### src/rtl/core_pkg.sv
`default_nettype none
// ============================================================================
// Module      : core_pkg
// Description : Shared core types and constants for the fetch stage.
// Revision    : 1.0 - initial release
// ============================================================================
package core_pkg;

    localparam logic [31:0] RESET_PC_DEFAULT = 32'h0000_0000;
    // Encoding of ADDI x0,x0,0; used downstream when a bubble is inserted
    localparam logic [31:0] NOP_INSTR        = 32'h0000_0013;

    typedef struct packed {
        logic [31:0] pc;
        logic [31:0] instr;
    } fetch_entry_t;

endpackage
`default_nettype wire

### src/rtl/fetch_fifo.sv
`default_nettype none
// ============================================================================
// Module      : fetch_fifo
// Description : Synchronous FIFO of fetch entries with flush; head is read
//               straight from storage, so a push is visible the next cycle.
// Revision    : 1.0 - initial release
// ============================================================================
module fetch_fifo
    import core_pkg::*;
#(
    parameter int   DEPTH = 2,
    localparam int  CW    = $clog2(DEPTH + 1)
) (
    input  logic          clk,
    input  logic          rst,
    input  logic          flush_i,
    input  logic          push_i,
    input  fetch_entry_t  push_data_i,
    input  logic          pop_i,
    output fetch_entry_t  pop_data_o,
    output logic          full_o,
    output logic          empty_o,
    output logic [CW-1:0] count_o
);

    localparam int AW = (DEPTH > 1) ? $clog2(DEPTH) : 1;

    fetch_entry_t  mem_q [DEPTH];
    logic [AW-1:0] wr_ptr_q, wr_ptr_d;
    logic [AW-1:0] rd_ptr_q, rd_ptr_d;
    logic [CW-1:0] count_q, count_d;
    logic          do_pop;

    function automatic logic [AW-1:0] ptr_inc(input logic [AW-1:0] p);
        return (p == AW'(DEPTH - 1)) ? '0 : p + AW'(1);
    endfunction

    assign do_pop = pop_i && (count_q != '0);

    always_comb begin
        wr_ptr_d = wr_ptr_q;
        rd_ptr_d = rd_ptr_q;
        count_d  = count_q;
        if (push_i) begin
            wr_ptr_d = ptr_inc(wr_ptr_q);
        end
        if (do_pop) begin
            rd_ptr_d = ptr_inc(rd_ptr_q);
        end
        if (push_i && !do_pop) begin
            count_d = count_q + CW'(1);
        end else if (!push_i && do_pop) begin
            count_d = count_q - CW'(1);
        end
    end

    always_ff @(posedge clk) begin
        if (rst || flush_i) begin
            wr_ptr_q <= '0;
            rd_ptr_q <= '0;
            count_q  <= '0;
        end else begin
            if (push_i) begin
                mem_q[wr_ptr_q] <= push_data_i;
            end
            wr_ptr_q <= wr_ptr_d;
            rd_ptr_q <= rd_ptr_d;
            count_q  <= count_d;
        end
    end

    assign empty_o    = (count_q == '0);
    assign full_o     = (count_q == CW'(DEPTH));
    assign count_o    = count_q;
    assign pop_data_o = empty_o ? '0 : mem_q[rd_ptr_q];

endmodule
`default_nettype wire

### src/rtl/fetch_unit.sv
`default_nettype none
// ============================================================================
// Module      : fetch_unit
// Description : Instruction fetch stage with credit-limited requests, in-order
//               responses, redirect flush/drop and a decode-side buffer.
//               Define FETCH_MISALIGN_CHECK_EN to fault on misaligned redirects.
// Revision    : 1.0 - initial release
// ============================================================================
module fetch_unit
    import core_pkg::*;
#(
    parameter logic [31:0] RESET_PC   = RESET_PC_DEFAULT,
    parameter int          FIFO_DEPTH = 2
) (
    input  logic        clk,
    input  logic        rst,
    input  logic        redirect_valid,
    input  logic [31:0] redirect_pc,
    output logic        imem_req_valid,
    input  logic        imem_req_ready,
    output logic [31:0] imem_req_addr,
    input  logic        imem_rsp_valid,
    input  logic [31:0] imem_rsp_data,
    output logic        if_valid,
    input  logic        if_ready,
    output logic [31:0] if_instr,
    output logic [31:0] if_pc,
    output logic        fetch_fault
);

    localparam int CW = $clog2(FIFO_DEPTH + 1);
    localparam int SW = CW + 2;

    logic [31:0]   fetch_pc_q, fetch_pc_d;
    logic [31:0]   rsp_pc_q, rsp_pc_d;
    logic [CW-1:0] outst_q, outst_d;
    logic [CW-1:0] drop_q, drop_d;
    logic [CW-1:0] fifo_count;
    logic [SW-1:0] credit_used;
    logic [31:0]   target;
    logic          halted, req_fire, rsp_keep, push, pop;
    logic          fifo_full, fifo_empty;
    fetch_entry_t  push_entry, head_entry;

    assign target = redirect_pc & 32'hFFFF_FFFC;

`ifdef FETCH_MISALIGN_CHECK_EN
    logic fault_q;

    always_ff @(posedge clk) begin
        if (rst) begin
            fault_q <= 1'b0;
        end else if (redirect_valid) begin
            fault_q <= (redirect_pc[1:0] != 2'b00);
        end
    end

    assign halted = fault_q;
`else
    assign halted = 1'b0;
`endif

    assign fetch_fault = halted;

    // An entry leaving the buffer this cycle already counts as a free slot,
    // which is what lets a 1-cycle memory stream one instruction per cycle.
    assign pop         = if_valid && if_ready && !redirect_valid;
    assign credit_used = SW'(outst_q) + SW'(drop_q) + SW'(fifo_count) - SW'(pop);

    assign imem_req_valid = !rst && !halted && (credit_used < SW'(FIFO_DEPTH));
    assign imem_req_addr  = fetch_pc_q;
    assign req_fire       = imem_req_valid && imem_req_ready;
    assign rsp_keep       = imem_rsp_valid && (drop_q == '0) && !redirect_valid;
    assign push           = rsp_keep && (!fifo_full || pop);
    assign push_entry     = '{pc: rsp_pc_q, instr: imem_rsp_data};

    always_comb begin
        fetch_pc_d = fetch_pc_q;
        rsp_pc_d   = rsp_pc_q;
        outst_d    = outst_q;
        drop_d     = drop_q;
        if (redirect_valid) begin
            fetch_pc_d = target;
            rsp_pc_d   = target;
            outst_d    = '0;
            drop_d     = drop_q + outst_q + CW'(req_fire) - CW'(imem_rsp_valid);
        end else begin
            if (req_fire) begin
                fetch_pc_d = fetch_pc_q + 32'd4;
            end
            if (imem_rsp_valid && (drop_q != '0)) begin
                drop_d = drop_q - CW'(1);
            end
            if (rsp_keep) begin
                rsp_pc_d = rsp_pc_q + 32'd4;
            end
            outst_d = outst_q + CW'(req_fire) - CW'(rsp_keep);
        end
    end

    always_ff @(posedge clk) begin
        if (rst) begin
            fetch_pc_q <= RESET_PC;
            rsp_pc_q   <= RESET_PC;
            outst_q    <= '0;
            drop_q     <= '0;
        end else begin
            fetch_pc_q <= fetch_pc_d;
            rsp_pc_q   <= rsp_pc_d;
            outst_q    <= outst_d;
            drop_q     <= drop_d;
        end
    end

    fetch_fifo #(
        .DEPTH       (FIFO_DEPTH)
    ) u_fifo (
        .clk         (clk),
        .rst         (rst),
        .flush_i     (redirect_valid),
        .push_i      (push),
        .push_data_i (push_entry),
        .pop_i       (pop),
        .pop_data_o  (head_entry),
        .full_o      (fifo_full),
        .empty_o     (fifo_empty),
        .count_o     (fifo_count)
    );

    assign if_valid = !fifo_empty;
    assign if_instr = head_entry.instr;
    assign if_pc    = head_entry.pc;

endmodule
`default_nettype wire
### config.mk
export PLATFORM = sky130hd
export DESIGN_NAME = fetch_unit
export DESIGN_NICKNAME = d
export VERILOG_FILES = /design/src/rtl/core_pkg.sv /design/src/rtl/fetch_fifo.sv /design/src/rtl/fetch_unit.sv
export SDC_FILE = /design/constraint.sdc
export NUM_CORES = 1
export LEC_CHECK = 0
export CORE_MARGIN = 2
export CORE_UTILIZATION = 50
export CTS_BUF_LIST = sky130_fd_sc_hd__clkbuf_8
export DETAILED_ROUTE_END_ITERATION = 10
export PLACE_DENSITY = 0.84
export SLEW_MARGIN = 15
export SYNTH_ARGS = -nofsm -noshare
export SYNTH_HDL_FRONTEND = slang
export SYNTH_SLANG_ARGS = --single-unit
### constraint.sdc
create_clock -name clk -period 8.2 [get_ports clk]
set_input_delay 0.82 -clock clk [delete_from_list [all_inputs] [get_ports clk]]
set_output_delay 0.82 -clock clk [all_outputs]
set_load 0.05 [all_outputs]
# Word-level counts from Yosys, hierarchy flattened
# Memory sizes are Yosys's and may differ from the RTL's. A register that Yosys moved wholly into a read port is not among the register bits.
# Cells that the tools add are included.
# classes
n_mux	16
n_div	0
n_eq_ne	1
magnitude_cmp	1
add_sub_neg	15
mul	0
shift	0
n_reduce_logical	28
bitwise	0
# op_table
op	count
$mux 32	4
$add 32x3->32 const B	2
$mux 64	1
$reduce_bool 2->1	6
$logic_and 1x1->1	11
$mux 2	4
$mux 1	7
$logic_not 1->1	6
$add 2x1->2	2
$add 3x2->4	1
$logic_not 2->1	2
$lt 4x2->1 const B	1
$sub 2x1->2	2
$sub 2x1->2 const B	2
$sub 4x1->4	1
$add 2x2->3	1
$add 1x1->1 const B	2
$add 2x1->2 const B	1
$add 2x2->2	1
$eq 2x2->1 const B	1
$logic_or 1x1->1	2
$reduce_or 2->1	1
# totals
latch_bits	0
mem_count	1
word_cells	71
regBits	72
mem_bits_rw	128
inputBits	70
mem_bits_ro	0
output_inout_bits	99
# mem_list
memory	depth	width	rd	rd_clocked_by_memory_dff	write_ports	line	source
u_fifo.mem_q	2	64	1	1	1	fetch_fifo.sv:28	fetch_entry_t mem_q [DEPTH];

# Logic depth before layout (Yosys ltp)
# depth
word_depth	11
ltp_mapped	19
ltp_nobuf	17

# Modules after synthesis
# From an unflattened synthesis, not the netlist that was laid out.
# unflattened
hier_cells	795
hier_area_um2	9111.2
# modules_own_cells
mod	cells_per_inst	seq_area_each_um2	area_each_um2	n_inst
fetch_fifo	294	3943.8	5032.3	1
fetch_unit	501	1281.2	4078.9	1

# Least setup slack after synthesis
# OpenSTA, ideal clock, no wires.
# synth_timing
path_type	input port to flip-flop
startpoint	in redirect_valid
endpoint	mem u_fifo.mem_q[0][0] (netlist bit) (enable)
required_time_ns	7.629
arrival_ns	5.950
slack_ns	1.679
n_path_buf	1
setup_ns	0.571
stages	3
cell_sequence	clkbuf_1 -> a211oi_1 -> nor3b_1
# synth_between
elab_chain_cells	7
word_cells_on_any_way	9
cone_classes	mux (3); reduce/logical (6)
# synth_rtl
element	line	source
start, declared	fetch_unit.sv:17	input logic redirect_valid,
$logic_not 1->1 *	fetch_unit.sv:67, fetch_unit.sv:73	
$logic_and 1x1->1	fetch_unit.sv:67	assign pop = if_valid && if_ready && !redirect_valid;
$logic_or 1x1->1	fetch_unit.sv:74	assign push = rsp_keep && (!fifo_full || pop);
$logic_and 1x1->1 *	fetch_unit.sv:74	
net push	fetch_unit.sv:41	logic halted, req_fire, rsp_keep, push, pop;
$mux 1 *	fetch_fifo.sv:63	if (push_i) begin
$mux 1 *	fetch_fifo.sv:58	if (rst || flush_i) begin
$mux 1 (implied by the code) *	fetch_fifo.sv:64	mem_q[wr_ptr_q] <= push_data_i;
end, declared	fetch_fifo.sv:28	
# Mark *: on every way through the listed nets, which the timed path passes. The rest lies on a longest branch.

# Worst setup path in the final report
# layout_timing
startpoint	reg u_fifo.count_q[1], in the netlist u_fifo.count_o[1]
endpoint	out imem_req_valid
# layout_between
elab_chain_cells	7
word_cells_on_any_way	8
cone_classes	add/sub (2); order compare (1); reduce/logical (5)
# layout_rtl
element	line	source
start, declared	fetch_fifo.sv:31	logic [CW-1:0] count_q, count_d;
start signal, assigned	fetch_fifo.sv:68	count_q <= count_d;
parallel branches: the longest is 4 deep, another holds $add 3x2->4	-	
$sub 4x1->4 *	fetch_unit.sv:68	assign credit_used = SW'(outst_q) + SW'(drop_q) + SW'(fifo_count) - SW'(pop);
$lt 4x2->1 *	fetch_unit.sv:70	assign imem_req_valid = !rst && !halted && (credit_used < SW'(FIFO_DEPTH));
$logic_and 1x1->1 *	fetch_unit.sv:70	
end, declared	fetch_unit.sv:19	output logic imem_req_valid,
# Mark *: on every way between the ends.

==> results.md <==
- Status: complete, no violations
- Clk slew on worst S/H paths: about 0.10 ns
- #FFs+latches synth: 193
- Largest family of logic cells by synthesized area: simple AND/OR/NAND/NOR gates
- Post-synthesis compound-gate area fraction: 0.1124
- Register area: approximately 5000 µm²
- Rows: 48
- Tmin final: ~5.3 ns
- RSZ-0062 raised after global routing: false
- Postcts setup bufs: 0
- Ys async rst share: 0
- Post-synthesis mux area share: 0.07109
- Core box area: 17,300 µm²
- Slew Viols, Final: 0
- Worst hold path type: register to register
- Most used DFF post-synth: edfxtp_1
- Port bufs: roughly 160
- Global route total overflow: 0
- Top cell type by total area after synthesis: edfxtp_1
- Worst path required time: 7.38 ns
- Share of cells above drive strength 1: 0.05447
- Skew final: roughly 0.013 ns
- Final WL: approximately 20,000 µm
- Final hold violation count: 0
- GPL Wtd Cong: roughly 0.9
- DIE AREA: ~19,000 µm²
- Worst-margin pin slew: between 1 and 1.5 ns
- Routed wire per std cell: 17.17 µm
- Adder-Cell Fraction of Synth Area: 0.02087
- Final setup viols: 0
- Boundary Pins: about 170
- Post-cts sizing count: 0
- Post-DP HPWL: between 10,000 and 15,000 µm
- Sw Ratio: 0.3225
- Cell Area, Placed: 10,620 µm²
- Sum Neg Setup Slack: 0 ns
- Die H: between 100 and 150 µm
- Relative slew slack: 0.2858
- Share of Yosys cell area claimed by the top area cell type: 0.4197
- Top cells by area, synth: edfxtp_1 (42%), dfxtp_1 (16%), mux2i_1 (7.1%)
- Initial antenna violation count: 0
- Diode count: 0
- Max Clk Rate: about 190 MHz
- Fin crit share: 0.6518
- Vias per Instance: ~5.8
- Clock buffer depth: 2
- Total number of vias: about 6,600
- Post-synth EDFFs: around 120
- Internal power: around 1.5 mW
- Die outline width: around 140 µm
- Starting Density: 0.5129
- CTS Buf Count: 17
- Cell area after synthesis: about 9000 µm²
- Synth Warn #: 0
- Vias in the first global route: just over 6,000
- H-tree Lvls: 4
- Root Buffer: clkbuf_8
- Crit path max fanout: 63
- Synth Area in XOR/XNOR: 0.03159
- Crit. End Element: primary output
- ANT nets after route: 0
- CTS tree: built
- Count of cell types in the netlist: 50
- Filler cell count: 1,368
- Logic pwr share: 0.249
- Total Nets Final: approximately 990
- Leakage: 3.493 nW
- Syn Area/Cell: 11.60 µm²
- Later-pin clock latency in the skew report: between 0.4 and 0.5 ns
- WS Path Type: register to primary output
- Hold buffer count at CTS: 0
- Max_cap viols: 0
- DRC violations left: 0
- Simple-gate share of the synthesized area: 0.1564
- Post-Synthesis Cells: approximately 770
- Hold Path Stages: 0
- Worst vdd ir: ~0.15 mV
- Layout Area Growth over Synthesis: 23.75%
- Clock share of power: 0.248
- Final instance area: around 11,000 µm²
- Commonest cells post-synth: edfxtp_1 (124), nor2_1 (84), dfxtp_1 (69)
- Tot GR Track Use: 0.2161
- Sequential fraction of the synthesis area: 0.5755
- Largest net degree at the start of global routing: ~70
- Register-to-Register Path Depth: 13
- Flop pwr share: 0.503
- Multi-input gate area: between 3000 and 4000 µm²
- Most frequent cell after synthesis: edfxtp_1
- Drt initial violations: 452
- Power Density: about 210 nW/µm²
- Startpoint types: register
- DR pass1 iterations: 5
- Crit path arrival time: 4.52 ns
- Switching Power: 0.7309 mW
- Total power: 2.267 mW
- First-pass GRT wire length: between 30,000 and 40,000 µm
- Clock Sinks: ~190
[routing by layer]
layer,vias up,track usage,wire (µm)
li1,3159,-,-
met1,3108,0.2899,8545
met2,277,0.3460,9033
met3,32,0.04599,1562
met4,0,0.08190,486
met5,-,0,0
[stage by stage]
stage                       util  hold slack, ns  instances  setup slack [ns]
after CTS                 0.6347          0.5194       1143             2.814
final                     0.6347          0.5161       1143             2.856
after global routing      0.6347          0.5344       1143             2.615
after detailed placement  0.6141          0.5010       1111             3.098
after floorplan                -          0.4483        769             1.679
after global placement    0.6141          0.4828       1111             3.126
[logic make-up after synthesis]
kind of cell,Yosys count
AOI/OAI and AO/OA,126
and+or+nand+nor,270
muxes,63
adders and majority gates,13
DFF,193
other,1
buffers and inverters,67
xor gates and xnor gates,32
[final cells by class]
type | count | share of cell area
sequential | 193 | 0.4654
inverter | 16 | 0.005471
clock inverter | 15 | 0.01106
clock buffer | 17 | 0.02131
multi-input combinational | 509 | 0.3200
tap | 225 | 0.02564
timing repair buffer | 168 | 0.1511
[placed cells by master, fill, tap and decap left out, drive strengths merged, types with 3 or more instances in the layout]
cell type      synthesis  final
a211oi                 9      9
a21boi                21     21
a21oi                  4      4
a311oi                 5      5
a31oi                  5      5
and2                   3      3
and3                  11     11
and4                  12     12
buf                   13      8
clkbuf                38     17
clkdlybuf4s50          0    160
clkinv                 0      7
clkinvlp               0      3
conb                   1      5
dfxtp                 69     69
edfxtp               124    124
fa                     3      3
ha                    10     10
inv                   16     20
mux2i                 63     63
nand2                 38     38
nand3                 27     27
nand4                 22     22
nor2                  84     84
nor3                  17     17
nor4                  26     26
nor4b                  3      3
o21a                  29     29
o21ai                  9      9
o31a                  26     26
o31ai                  5      5
or2                    3      3
or3                    9      9
or4                    9      9
xnor2                 24     24
xor2                   8      8
[flip-flops by register name (all words and copies together), names as in the netlist, named ones only]
register         flops
u_fifo.rd_ptr_q      1
u_fifo.wr_ptr_q      1
drop_q               2
rsp_pc_q            30
u_fifo.count_o       2
imem_req_addr       30
u_fifo.mem_q       124
outst_q              2
[power groups by stage]
stage                     sequential, mW  clock, mW  combinational [mW]
after floorplan                     1.18          0               0.356
after global placement              1.16          0               0.553
after detailed placement            1.16          0               0.564
after CTS                           1.14      0.577               0.567
after global routing                1.15      0.617               0.608
final                               1.14      0.563               0.565
[path summary, 6_finish.rpt]
kind,startpoint,endpoint,slack (ns)
worst max-delay path,u_fifo.count_o[1],imem_req_valid,2.86
worst min-delay path,rsp_pc_q[28],u_fifo.mem_q[1][60],0.52
worst max register to register,u_fifo.count_o[1],imem_req_addr[25],3.32
worst min register to register,rsp_pc_q[28],u_fifo.mem_q[1][60],0.52
[critical path: stages, from the launching register on]
cell             delay, ns
dfxtp_1               0.39
nor2_4                0.12
buf_4                 0.53
inv_1                 0.19
nand4_1               0.18
nand2_1               0.07
ha_1                  0.27
a21o_1                0.18
ha_1                  0.18
fa_1                  0.41
xor2_1                0.16
buf_4                 0.18
nor4_1                0.29
clkdlybuf4s50_1       0.88
Power figures use the tool's default switching activity.
==> RTL change 1, RTL diff (config.mk and constraints unchanged) <==
Add a define of `FETCH_MISALIGN_CHECK_EN`.
--- a/src/rtl/fetch_unit.sv
+++ b/src/rtl/fetch_unit.sv
@@ -7,4 +7,6 @@
 // Revision    : 1.0 - initial release
 // ============================================================================
+`define FETCH_MISALIGN_CHECK_EN
+
 module fetch_unit
     import core_pkg::*;
Function: changed (a bounded check fails within 4 cycles, from zero or initial values and one cycle with rst high).
==> RTL change 1 against the unedited design <==
Via count up 4.0%; global-route usage shrank 1.1 points; total power down 2.8%; synthesized area increased by 1.4%; critical path depth grew 1; clock skew is essentially flat; final area up 1.3%; routed wire length rose by 0.32%; maximum frequency is 4.2% lower; setup slack lost 0.24 ns; sequential cell count rose by 1; worst hold slack about the same; sequential share of layout area decreased by 0.41 points; first-iteration DRC count up 14%.
==> RTL change 1: results (changes against the unedited design) <==
yosys:
  ys_types: 55  # was 50
  synth-compound-area-share_pct: 11.4  # was 11.2%
  synthMuxAreaShare_pct: 7.01  # was 7.11%
  yosys-top-cells-count: "124 x edfxtp_1, 93 x nor2_1, 70 x dfxtp_1, 63 x mux2i_1, 39 x inv_1"  # was 124 x edfxtp_1, 84 x nor2_1, 69 x dfxtp_1, 63 x mux2i_1
  synth_area_leaders: "edfxtp_1 41%, dfxtp_1 16%, mux2i_1 7.0%, nor2_1 3.9%, nor4_1 1.9%"  # was edfxtp_1 42%, dfxtp_1 16%, mux2i_1 7.1%, nor2_1 3.6%, o31a_1 2.6%
  yosysSeqAreaShare_pct: 57.0  # was 57.5%
  synth-xor-area-share_pct: 2.43  # was 3.16%
  synthAdderAreaFrac_pct: 2.20  # was 2.09%
timing:
  slew_headroom_pct: 27.3  # was 28.6%
  clock_skew_ns: 0.0136  # was 0.0132 ns
  fin_hold_ws_ns: 0.516  # about the same
  setup_ws_ns: 2.62  # was 2.86 ns
worst_hold_path:
  min_path_cells: 2  # was 0
  hold_start: "u_fifo.rd_ptr_q"  # was rsp_pc_q[28]
power:
  p_leak_nw: 3.71  # was 3.49 nW
  peakVddDrop_uv: 113  # was 152 uV
placement:
  place_ws_ns: 2.83  # was 3.10 ns
  gp_congestion: 0.857  # was 0.892
  dp_hpwl_mm: 13.1  # was 13.4 mm
  placed_cell_area_mm2: 0.0107  # was 0.0106 mm2
  port_buffers: 164  # was 161
  placed_cells: 1147  # was 1111
drt:
  via_per_inst: 5.80  # was 5.75
  drt-initial-drc-count: 515  # was 452
  wl_met2_mm: 9.28  # was 9.03 mm
  wl_met3_mm: 1.24  # was 1.56 mm
finish:
  fill_cells: 1412  # was 1368
  nNetsFinal: 1021  # was 988
  drive_gt1_share_pct: 5.26  # was 5.45%
  final_cells: 1179  # was 1143
  utilization_pct: 62.5  # was 63.5%
outcome:
  status: "finished clean"  # unchanged
global_route:
  grt_pass1_wl_mm: 32.1  # was 31.5 mm
  grt_usage_pct: 20.5  # was 21.6%
critical_path:
  r2r_cells: 19  # was 13
  r2r_setup_slack_ns: 3.15  # was 3.32 ns
  rr_endpoint: "outst_q[1]"  # was imem_req_addr[25]
  max_stage_delay_ns: 0.81  # was 0.88 ns
[RTL change 1: changes by cell type after synthesis, sizes merged, moves of 10 or more]
cell    delta
a211oi    +10
a21oi     +24
inv       +23
o21a      -26
xnor2     -13
[RTL change 1: power by group]
group / leakage, nW / switching (mW) / total (mW) / internal, mW
registers: 1.71 / 0.0451 / 1.13 / 1.09
clock network: 0.219 / 0.313 / 0.606 / 0.293
logic: 1.78 / 0.292 / 0.467 / 0.174
total: 3.71 / 0.651 / 2.20 / 1.55
[RTL change 1: layout make-up]
| type | count | area share, % |
|---|---|---|
| Sequential cell | 194 | 46.1 |
| Multi-Input combinational cell | 513 | 31.2 |
| Clock inverter | 12 | 1.07 |
| Inverter | 40 | 1.35 |
| Clock buffer | 20 | 2.48 |
| Tap cell | 229 | 2.58 |
| Timing Repair Buffer | 171 | 15.2 |
[RTL change 1: metal layers]
metal	vias up	GRT usage, %
met5	-	0
met4	0	5.37
met3	23	4.40
met2	276	32.7
met1	3287	28.9
li1	3251	-
==> RTL change 2, RTL diff (config.mk and constraints unchanged) <==
Without the edit above. Register the output `fetch_fault`, without a reset; this adds one clock of latency there. The other outputs are not delayed to match.
--- a/src/rtl/fetch_unit.sv
+++ b/src/rtl/fetch_unit.sv
@@ -61,5 +61,7 @@
 `endif
 
-    assign fetch_fault = halted;
+    always_ff @(posedge clk) begin
+        fetch_fault <= halted;
+    end
 
     // An entry leaving the buffer this cycle already counts as a free slot,
Behaviour: unchanged (Yosys induction, for registers that start in step).
==> RTL change 2 against the unedited design <==
Synthesized area shrank 4.4%; maximum frequency down 8.1%; sequential cell count unchanged; largest cell class unchanged; register-to-register slack better by 0.58 ns; via count is 11% lower; final area fell by 1.9%; routed wire length is 9.1% lower; total power increased by 4.6%; setup slack worse by 0.47 ns.
==> RTL change 2: results (changes against the unedited design) <==
global_route:
  grtUsageMet2_pct: 31.8  # was 34.6%
  first_global_vias: 5532  # was 6234
  grt_use_met1_pct: 27.2  # was 29.0%
  grt_max_degree: 67  # was 71
  grt_pass1_wl_mm: 28.3  # was 31.5 mm
  grt_usage_pct: 20.2  # was 21.6%
yosys:
  synth_area_leaders: "edfxtp_1 44%, dfxtp_1 16%, mux2i_1 7.6%, xor2_1 4.2%, nor2_1 3.9%"  # was edfxtp_1 42%, dfxtp_1 16%, mux2i_1 7.1%, nor2_1 3.6%, o31a_1 2.6%
  synth-compound-area-share_pct: 7.37  # was 11.2%
  yosysSeqAreaShare_pct: 60.2  # was 57.5%
  synthAdderAreaFrac_pct: 2.18  # was 2.09%
  yosys-top-cells-count: "124 x edfxtp_1, 89 x nor2_1, 69 x dfxtp_1, 64 x mux2i_1, 43 x a21boi_0"  # was 124 x edfxtp_1, 84 x nor2_1, 69 x dfxtp_1, 63 x mux2i_1
  synthMuxAreaShare_pct: 7.55  # was 7.11%
  ys_types: 45  # was 50
drt:
  drtPass1Iterations: 6  # was 5
  vias: 5829  # was 6576
  drt-initial-drc-count: 356  # was 452
  drt-met1-wl_mm: 8.06  # was 8.55 mm
  drt_wl_total_mm: 17.8  # was 19.6 mm
critical_path:
  max_stage_delay_ns: 0.85  # was 0.88 ns
  crit_arrival_ns: 5.00  # was 4.52 ns
  rr_endpoint: "imem_req_addr[13]"  # was imem_req_addr[25]
  startpoint: "redirect_valid"  # was u_fifo.count_o[1]
  r2r_setup_slack_ns: 3.90  # was 3.32 ns
  path_max_fanout: 66  # was 63
worst_hold_path:
  worstHoldEndpoint: "u_fifo.mem_q[0][63]"  # was u_fifo.mem_q[1][60]
power:
  peakVddDrop_uv: 114  # was 152 uV
  p_leak_nw: 3.68  # was 3.49 nW
placement:
  gp_congestion: 0.825  # was 0.892
  dp_hpwl_mm: 11.8  # was 13.4 mm
  place_ws_ns: 2.39  # was 3.10 ns
timing:
  period_share_pct: 70.9  # was 65.2%
  clock_skew_ns: 0.0122  # was 0.0132 ns
  slew_headroom_pct: 27.3  # was 28.6%
finish:
  antenna_cells: 0  # unchanged
  fill_cells: 1301  # was 1368
outcome:
  status: "finished clean"  # unchanged
RTL change 2: cell count changes after synthesis, moves of 22 or more:
cell,before,now
inv_1,16,38
xor2_1,8,41
o21a_1,29,2
a21oi_1,4,34
o31a_1,26,0
a21boi_0,21,43
RTL change 2: power breakdown:
part,internal (mW),switching (mW)
clock network,0.390,0.322
registers,1.09,0.0493
logic,0.196,0.324
RTL change 2: stage by stage:
stage / instances / cell area (um2) / hold slack (ns)
global route: 1101 / 10800 / 0.495
global placement: 1069 / 10300 / 0.457
detailed placement: 1069 / 10300 / 0.465
CTS: 1101 / 10800 / 0.486
finish: 1101 / 10800 / 0.487
floorplan: 720 / 8500 / 0.440
RTL change 2: cell type report:
cell class / instances / share of cell area, %
inverter: 38 / 1.32
clock inverter: 12 / 1.88
tap: 220 / 2.56
sequential: 193 / 47.4
timing repair buffer: 168 / 15.5
multi-input combinational: 450 / 28.8
clock buffer: 20 / 2.56
